[src/rtl/tcvc_pkg.sv]
// Shared defaults for the TC/VC interconnect routing blocks.
package tcvc_pkg;
  localparam int   BW_DEFAULT       = 6;
  localparam int   DEST_BIT_DEFAULT = 4;
  localparam int   CNT_W_DEFAULT    = 8;
  localparam logic DEST_D0          = 1'b0;
  localparam logic DEST_D1          = 1'b1;
endpackage

[src/rtl/dest_demux_hold_buf2.sv]
// Two-entry synchronous FIFO; entry 0 is always the head so no read pointer is needed.
module hold_buf2 #(
  parameter int BW = 6
) (
  input  logic          clk,
  input  logic          reset,
  input  logic          push,
  input  logic [BW-1:0] push_data,
  input  logic          pop,
  output logic [BW-1:0] head,
  output logic [1:0]    cnt
);
  logic [BW-1:0] ent0, ent1;

  always_ff @(posedge clk) begin
    if (reset) begin
      ent0 <= '0;
      ent1 <= '0;
      cnt  <= '0;
    end else begin
      case ({push, pop})
        2'b10: begin
          if (cnt == 2'd0) ent0 <= push_data;
          else             ent1 <= push_data;
          cnt <= cnt + 2'd1;
        end
        2'b01: begin
          ent0 <= ent1;
          ent1 <= '0;
          cnt  <= cnt - 2'd1;
        end
        2'b11: begin
          // Simultaneous push/pop keeps the count; the new word lands behind whatever remains.
          if (cnt == 2'd2) begin
            ent0 <= ent1;
            ent1 <= push_data;
          end else begin
            ent0 <= push_data;
          end
        end
        default: ;
      endcase
    end
  end

  assign head = ent0;

  a_no_overflow:  assert property (@(posedge clk) disable iff (reset) !(push && !pop && cnt == 2'd2));
  a_no_underflow: assert property (@(posedge clk) disable iff (reset) !(pop && cnt == 2'd0));
endmodule

[src/rtl/dest_demux.sv]
// Pops words from the source FIFO and steers each one to D0 or D1 by its destination bit.
module dest_demux
  import tcvc_pkg::*;
#(
  parameter int BW       = BW_DEFAULT,
  parameter int DEST_BIT = DEST_BIT_DEFAULT,
  parameter int CNT_W    = CNT_W_DEFAULT
) (
  input  logic             clk,
  input  logic             reset,
  input  logic             src_empty,
  input  logic [BW-1:0]    src_data,
  output logic             src_rd,
  input  logic             pause,
  input  logic             d0_full,
  input  logic             d1_full,
  output logic             d0_wr,
  output logic             d1_wr,
  output logic [BW-1:0]    d_data_out,
  output logic [CNT_W-1:0] count_d0,
  output logic [CNT_W-1:0] count_d1,
  output logic             idle
);
  logic          inflight;
  logic [1:0]    hold_cnt;
  logic [BW-1:0] head;
  logic          has_word, dest, pop;
  logic [2:0]    credit;

  hold_buf2 #(.BW(BW)) u_hold (
    .clk       (clk),
    .reset     (reset),
    .push      (inflight),
    .push_data (src_data),
    .pop       (pop),
    .head      (head),
    .cnt       (hold_cnt)
  );

  assign has_word = (hold_cnt != 2'd0);
  assign dest     = head[DEST_BIT];
  // Head-of-line: only the oldest word is ever considered for a write.
  assign pop      = !reset && has_word && ((dest == DEST_D1) ? !d1_full : !d0_full);
  assign d0_wr    = pop && (dest == DEST_D0);
  assign d1_wr    = pop && (dest == DEST_D1);
  assign d_data_out = has_word ? head : '0;

  // Counting this cycle's pop as freed space lets the pipeline sustain one word per cycle.
  assign credit = {1'b0, hold_cnt} + {2'b0, inflight} - {2'b0, pop};
  assign src_rd = !reset && !src_empty && !pause && (credit < 3'd2);

  assign idle = reset ? src_empty : (!has_word && !inflight && src_empty);

  always_ff @(posedge clk) begin
    if (reset) begin
      inflight <= 1'b0;
      count_d0 <= '0;
      count_d1 <= '0;
    end else begin
      inflight <= src_rd;
      if (d0_wr) count_d0 <= count_d0 + CNT_W'(1);
      if (d1_wr) count_d1 <= count_d1 + CNT_W'(1);
    end
  end
endmodule

[config.mk]
export PLATFORM = sky130hd
export DESIGN_NAME = dest_demux
export DESIGN_NICKNAME = d
export VERILOG_FILES = /design/src/rtl/tcvc_pkg.sv /design/src/rtl/dest_demux_hold_buf2.sv /design/src/rtl/dest_demux.sv
export SDC_FILE = /design/constraint.sdc
export NUM_CORES = 1
export LEC_CHECK = 0
export CORE_ASPECT_RATIO = 1.75
export CORE_MARGIN = 3
export CORE_UTILIZATION = 49
export CTS_CLUSTER_DIAMETER = 150
export DETAILED_ROUTE_END_ITERATION = 10
export PLACE_DENSITY = 0.86
export SYNTH_ARGS = -nofsm -noshare
export SYNTH_HDL_FRONTEND = slang
export SYNTH_SLANG_ARGS = --single-unit
[constraint.sdc]
create_clock -name clk -period 6.7 [get_ports clk]
set_clock_uncertainty 0.15 [all_clocks]
set_input_delay 2.01 -clock clk [delete_from_list [all_inputs] [get_ports clk]]
set_output_delay 2.01 -clock clk [all_outputs]
set_load 0.005 [all_outputs]
# Yosys cells after proc, flatten, opt, wreduce, memory -nomap -nowiden
# Cells that the tools add are included.
dict set report word_totals {
  ff_bits 31
  input_bits 12
  out_inout_bits 26
  word_cells 53
}
dict set report op_classes {
  addsub 6
  order_cmp 1
  eq_ne 7
  muxes 10
  bitwise 1
  reduce_logical 22
}
# operator n
set op_table {}
lappend op_table {{one-hot mux 6 bit (3 select lines)} 2}
lappend op_table {{two-way mux 6 bit} 5}
lappend op_table {{adder 8 x 1 -> 8 bit (second input constant)} 2}
lappend op_table {{logical AND 1 bit} 9}
lappend op_table {{logical NOT 1 bit} 7}
lappend op_table {{== test 2 bit (second input constant)} 3}
lappend op_table {{inequality test 2 x 1 -> 1 bit (second input constant)} 2}
lappend op_table {{one-hot mux 2 bit (2 select lines)} 1}
lappend op_table {{nonzero test 2 bit} 2}
lappend op_table {{adder 2 x 1 -> 3 bit} 1}
lappend op_table {{less-than comparator 3 x 2 -> 1 bit (second input constant)} 1}
lappend op_table {{AND reduction 3 bit} 1}
lappend op_table {{nonzero test 3 bit} 1}
lappend op_table {{subtractor 3 x 1 -> 3 bit} 1}
lappend op_table {{adder 2 x 1 -> 2 bit (second input constant)} 1}
lappend op_table {{== test 2 x 1 -> 1 bit (second input constant)} 1}
lappend op_table {{logical NOT 2 bit} 1}
lappend op_table {{two-way mux 1 bit} 2}
lappend op_table {{inequality test 2 bit (second input constant)} 1}
lappend op_table {{AND reduction 2 bit} 1}
lappend op_table {{subtractor 2 x 1 -> 2 bit (second input constant)} 1}
lappend op_table {{NOT 1 bit} 1}

# Depth between registers and ports, before layout
dict set report logic_depth {
  depth_word 6
  ltp_mapped 10
  ltp_nobuf 8
}

# Hierarchy
# A second synthesis with hierarchy kept.
dict set report hier_totals {
  hier_cells 179
  hier_area_um2 1589.0
}
# mod instances cells_each area_each_um2 seq_area_each_um2
set modules_own_cells {}
lappend modules_own_cells {dest_demux 1 105 918.4 340.3}
lappend modules_own_cells {hold_buf2 1 74 670.6 280.3}

# Least setup slack after synthesis
# OpenSTA, ideal clock, no wires.
dict set report synth_path {
  path_kind {input-to-output}
  startpoint {in d0_full}
  endpoint {out src_rd}
  t_arrival_ns 3.967
  required_time_ns 4.540
  setup_slack_ns 0.573
  cell_stages 8
  path_cell_list {or2_0 > buf_2 > a211oi_1 > ha_1 > nand2b_1 > fa_1 > nand2b_1 > nor4_1}
}
dict set report synth_via {
  elab_chain_cells 6
}
# element line_no
set synth_lines {}
lappend synth_lines {{start, declared} dest_demux.sv:15} ;# input logic d0_full,
lappend synth_lines {{logical NOT 1 bit} dest_demux.sv:43} ;# assign pop = !reset && has_word && ((dest == DEST_D1) ? !d1_full : !d0_full);
lappend synth_lines {{two-way mux 1 bit} dest_demux.sv:43}
lappend synth_lines {{logical AND 1 bit} dest_demux.sv:43}
lappend synth_lines {{subtractor 3 x 1 -> 3 bit} dest_demux.sv:49} ;# assign credit = {1'b0, hold_cnt} + {2'b0, inflight} - {2'b0, pop};
lappend synth_lines {{less-than comparator 3 x 2 -> 1 bit} dest_demux.sv:50} ;# assign src_rd = !reset && !src_empty && !pause && (credit < 3'd2);
lappend synth_lines {{logical AND 1 bit} dest_demux.sv:50}
lappend synth_lines {{end, declared} dest_demux.sv:13} ;# output logic src_rd,
# Every way passes these cells.

# Worst setup path after layout
# Same ends and word-level chain as after synthesis.

==> run summary <==
The fraction of layout instances using a drive strength above 1 was 0.0968; the wire length per cell after detailed routing was 14.0 um. Count of pins over their slew limit: 0. Buffers placed on the I/O ports in this run total 37. The number of register bits inferred by synthesis came out at 31. The post-synthesis simple-gate area fraction came out at 0.275.

The type of the worst setup path was input port to output pin. The total of warnings raised by yosys came out at 0. The area share of fa/ha/maj cells after synthesis came out at 0.0671.

The clock drives 31 sinks. For the maximum number of pins on one net before global-route repair, the log shows 37. Setup repair after global routing left no endpoint under its margin. The stage delay of the slowest cell on the critical path came out at 480 ps. At the pin with the least slew margin, the transition time is 563 ps. The layout has 235 filler cells.

The first detailed-routing pass took 4 iterations. For the worst setup path, the data required time is 4540 ps. The worst path in the final design needs a cycle of 6460 ps, including I/O delays and setup. The synthesized design spends more area on one cell type than any other, namely sky130_fd_sc_hd__dfxtp_1. The mapped netlist covers 1600 sq um. The cell with the most instances after synthesis was sky130_fd_sc_hd__dfxtp_1.

In this design, the critical path's most frequently occurring cell is sky130_fd_sc_hd__nand2b_1. The total count of hold-check failures in the final report is 0, and the number of buffer and inverter instances along the worst setup path is 2. For the power consumption, the log shows 0.411 mW. The total wire length after detailed routing was 3.63 mm; the half-perimeter wire length after detailed placement was 2.68 mm. The synthesized-area fraction occupied by ao, oa, aoi and oai cells works out to 0.123. Row generation in the floorplan step produced 26 rows.

The tools report the data arrival time of the critical path as 4300 ps. The initial antenna violation count came out at 0. Synthesis produced a netlist whose cell count is 178. The flow ran to the end, and the final reports show no timing, DRC or antenna violations.

Dividing the detail-routed via count by the number of cells gives 5.51. The post-synthesis xor/xnor area fraction was 0.0820. The final clock period utilization by the worst path was 0.965. The dominant combinational cell family by area after synthesis was simple AND/OR/NAND/NOR gates. The share of the synthesized area in the top cell type was 0.387; the total overflow reported by the global router was 0. The finished cells cover 2100 sq um.

The tools report the initial core utilization as 0.530. The kind of cell with the highest combined delay on the critical path was adder cells. The count of cells resized by post-cts repair is 2, and the utilization of the core after routing is 0.693. Sorting the synthesized cells by area gives the leading types as sky130_fd_sc_hd__dfxtp_1, sky130_fd_sc_hd__xnor2_1, sky130_fd_sc_hd__nor2_1. For this block, the via count after detailed routing is 1426. From left edge to right edge, the die measures 49.2 um. Master of the slowest instance on the critical path: sky130_fd_sc_hd__fa_1.

The prevailing post-synth register cell is sky130_fd_sc_hd__dfxtp_1. IR analysis of the VDD net gives a maximum drop of 136 uV. The number of cells after detailed placement was 252. The total clock buffers created by CTS is 5.

In this run the static leakage power is 0.746 nW. The area growth from synthesis to layout is 30.8%. Once placement finished, the instance area stood at 2000 sq um. The placer congestion estimate was 0.804. TritonCTS built the clock tree. The clock transition at the registers of the reported paths is 60 ps.

The tools report the number of hold-repair buffers added at the cts stage as 0. For the area of the die, the log shows 4020 sq um. The tightest hold path in the finished design has a slack of 328 ps. The first routing iteration left 35 violations.

The class of the tightest hold or removal check is register to register. The power per cell area works out to 196 nW/um^2. 0 antenna diodes ended up in the layout.

After clock tree synthesis, the setup repair step added 0 buffers. Of all nets on the critical path, the largest fanout is 2. The total global-route track usage was 0.205; the die outline height was 81.7 um. The share of synthesized flip-flops with an asynchronous set or reset was 0. The signal on the critical path passes through clkdlybuf4s50_1 > or2_0 > a211oi_2 > ha_1 > nand2b_1 > fa_1 > nand2b_1 > nor4_1 > dlygate4sd2_1. The post-synthesis sequential area ratio is 0.387, and the number of distinct standard cells referenced by the synthesized netlist is 41.

After detailed routing, the number of remaining DRC violations is 0. The H-tree was split into 2 levels. In the synthesized netlist, the cells that appear most often are sky130_fd_sc_hd__dfxtp_1, sky130_fd_sc_hd__nor2_1, sky130_fd_sc_hd__xnor2_1.

The region available for standard cell placement spans 3030 sq um. The worst setup path is launched from an input port. The tools report the kind of end point of the critical path as an output pin. The number of nets in the finished design is 237. Synthesis produced a netlist with a net count of 198. A synthesized cell averages 9.00 sq um. The relative slew slack was 0.623. The count of nets left with antenna violations once routing finished came out at 0. CTS root buffer: sky130_fd_sc_hd__clkbuf_8. The tools report the maximum operating frequency as 0.155 GHz. At the later pin of the worst-skew pair, clock insertion delay measures 290 ps. The wire length of the first global-routing pass was 6.35 mm; the maximum clock path buffer count was 2. The multiplexer fraction of the synthesized cell area works out to 0.0195. For the number of standard cells in the layout, taps in and fillers out, the log shows 259.

The I/O pin count came out at 38. The number of enable-type register cells in the synthesized netlist was 0. The logs give 0 for the number of failing setup endpoints in the final timing report and 0 for the number of max-capacitance violations reported. The number of global-route vias before repair came out at 1466.
-- final cells by class --
cell class              instances  area, sq um  area share
clock buffers                   6         82.6      0.0394
clock inverters                 1         5.00     0.00239
flip-flops and latches         31          621       0.296
repair buffers                 42          407       0.194
inverters                       4         15.0     0.00716
multi-input cells             133          913       0.436
well taps                      42         52.6      0.0251
-- worst reg2reg max path: stages (launching register included) --
cell                        delay, ps
sky130_fd_sc_hd__dfxtp_1          560
sky130_fd_sc_hd__nor2_1           240
sky130_fd_sc_hd__a211oi_2         230
sky130_fd_sc_hd__buf_4            160
sky130_fd_sc_hd__inv_1             50
sky130_fd_sc_hd__ha_1             210
sky130_fd_sc_hd__nor2b_1          150
sky130_fd_sc_hd__a2bb2oi_2        200
sky130_fd_sc_hd__or4b_1           510
sky130_fd_sc_hd__a21oi_1          160
-- power by group --
| group | switching, mW | internal (mW) | leakage (nW) |
|---|---|---|---|
| Sequential | 0.00755 | 0.193 | 0.251 |
| Combinational | 0.0337 | 0.0294 | 0.448 |
| Clock | 0.0670 | 0.0804 | 0.0470 |
| Total | 0.108 | 0.302 | 0.746 |
-- final timing paths --
check / startpoint / endpoint / slack, ps / depth (start not counted)
setup / recovery: d0_full / src_rd / 240 / 9
hold / removal: u_hold.ent1[1]$_SDFFE_PP0P_ / u_hold.ent1[1]$_SDFFE_PP0P_ / 330 / 2
setup reg to reg: u_hold.cnt[1]$_SDFFE_PP0P_ / u_hold.ent1[4]$_SDFFE_PP0P_ / 4020 / 9
hold reg to reg: u_hold.ent1[1]$_SDFFE_PP0P_ / u_hold.ent1[1]$_SDFFE_PP0P_ / 330 / 2
-- logic make-up (layout without fill, tap and decap cells) --
family / count (synthesis) / in the layout
DFF: 31 / 31
buffers and inverters: 14 / 53
xor gates and xnor gates: 15 / 15
adders and majority gates: 8 / 8
AOI/OAI and AO/OA: 29 / 29
and+or+nand+nor: 78 / 78
muxes: 3 / 3
-- layout by cell type (no fill, tap or decap), types with 2 or more instances in the layout --
cell / count
sky130_fd_sc_hd__and2_1: 5
sky130_fd_sc_hd__dfxtp_1: 31
sky130_fd_sc_hd__buf_4: 5
sky130_fd_sc_hd__ha_1: 7
sky130_fd_sc_hd__nor4_1: 7
sky130_fd_sc_hd__nor2_1: 24
sky130_fd_sc_hd__o21ai_0: 8
sky130_fd_sc_hd__or4b_1: 6
sky130_fd_sc_hd__mux2i_1: 2
sky130_fd_sc_hd__inv_1: 4
sky130_fd_sc_hd__a221oi_1: 6
sky130_fd_sc_hd__a21oi_1: 7
sky130_fd_sc_hd__xnor2_1: 12
sky130_fd_sc_hd__xor2_1: 3
sky130_fd_sc_hd__nand2_1: 5
sky130_fd_sc_hd__nor2b_1: 3
sky130_fd_sc_hd__nand3_1: 6
sky130_fd_sc_hd__nor3_1: 8
sky130_fd_sc_hd__nand2b_1: 6
sky130_fd_sc_hd__clkdlybuf4s50_1: 36
sky130_fd_sc_hd__clkbuf_8: 6
-- flip-flops by register name, summed over array words and instances, names as in the netlist --
name and cells:
count_d0 8, count_d1 8, u_hold.ent1 6, u_hold.head 6, u_hold.cnt 2, inflight 1
-- metrics by stage --
stage               setup slack [ps]  setup TNS, ps
floorplan                        573              0
detailed placement              -167           -167
finish                           237              0
CTS                              200              0
global route                    87.2              0
global placement                -149           -149
-- routing by layer --
metal / part of all wire / vias to the layer above / wire length (um) / GRT usage
li1: - / 702 / - / -
met1: 0.39 / 683 / 1400 / 0.200
met2: 0.54 / 32 / 1970 / 0.379
met3: 0.049 / 9 / 178 / 0.0744
met4: 0.022 / 0 / 80 / 0.0940
met5: 0 / - / 0 / 0
No activity file was read; power rests on OpenSTA's default activity.
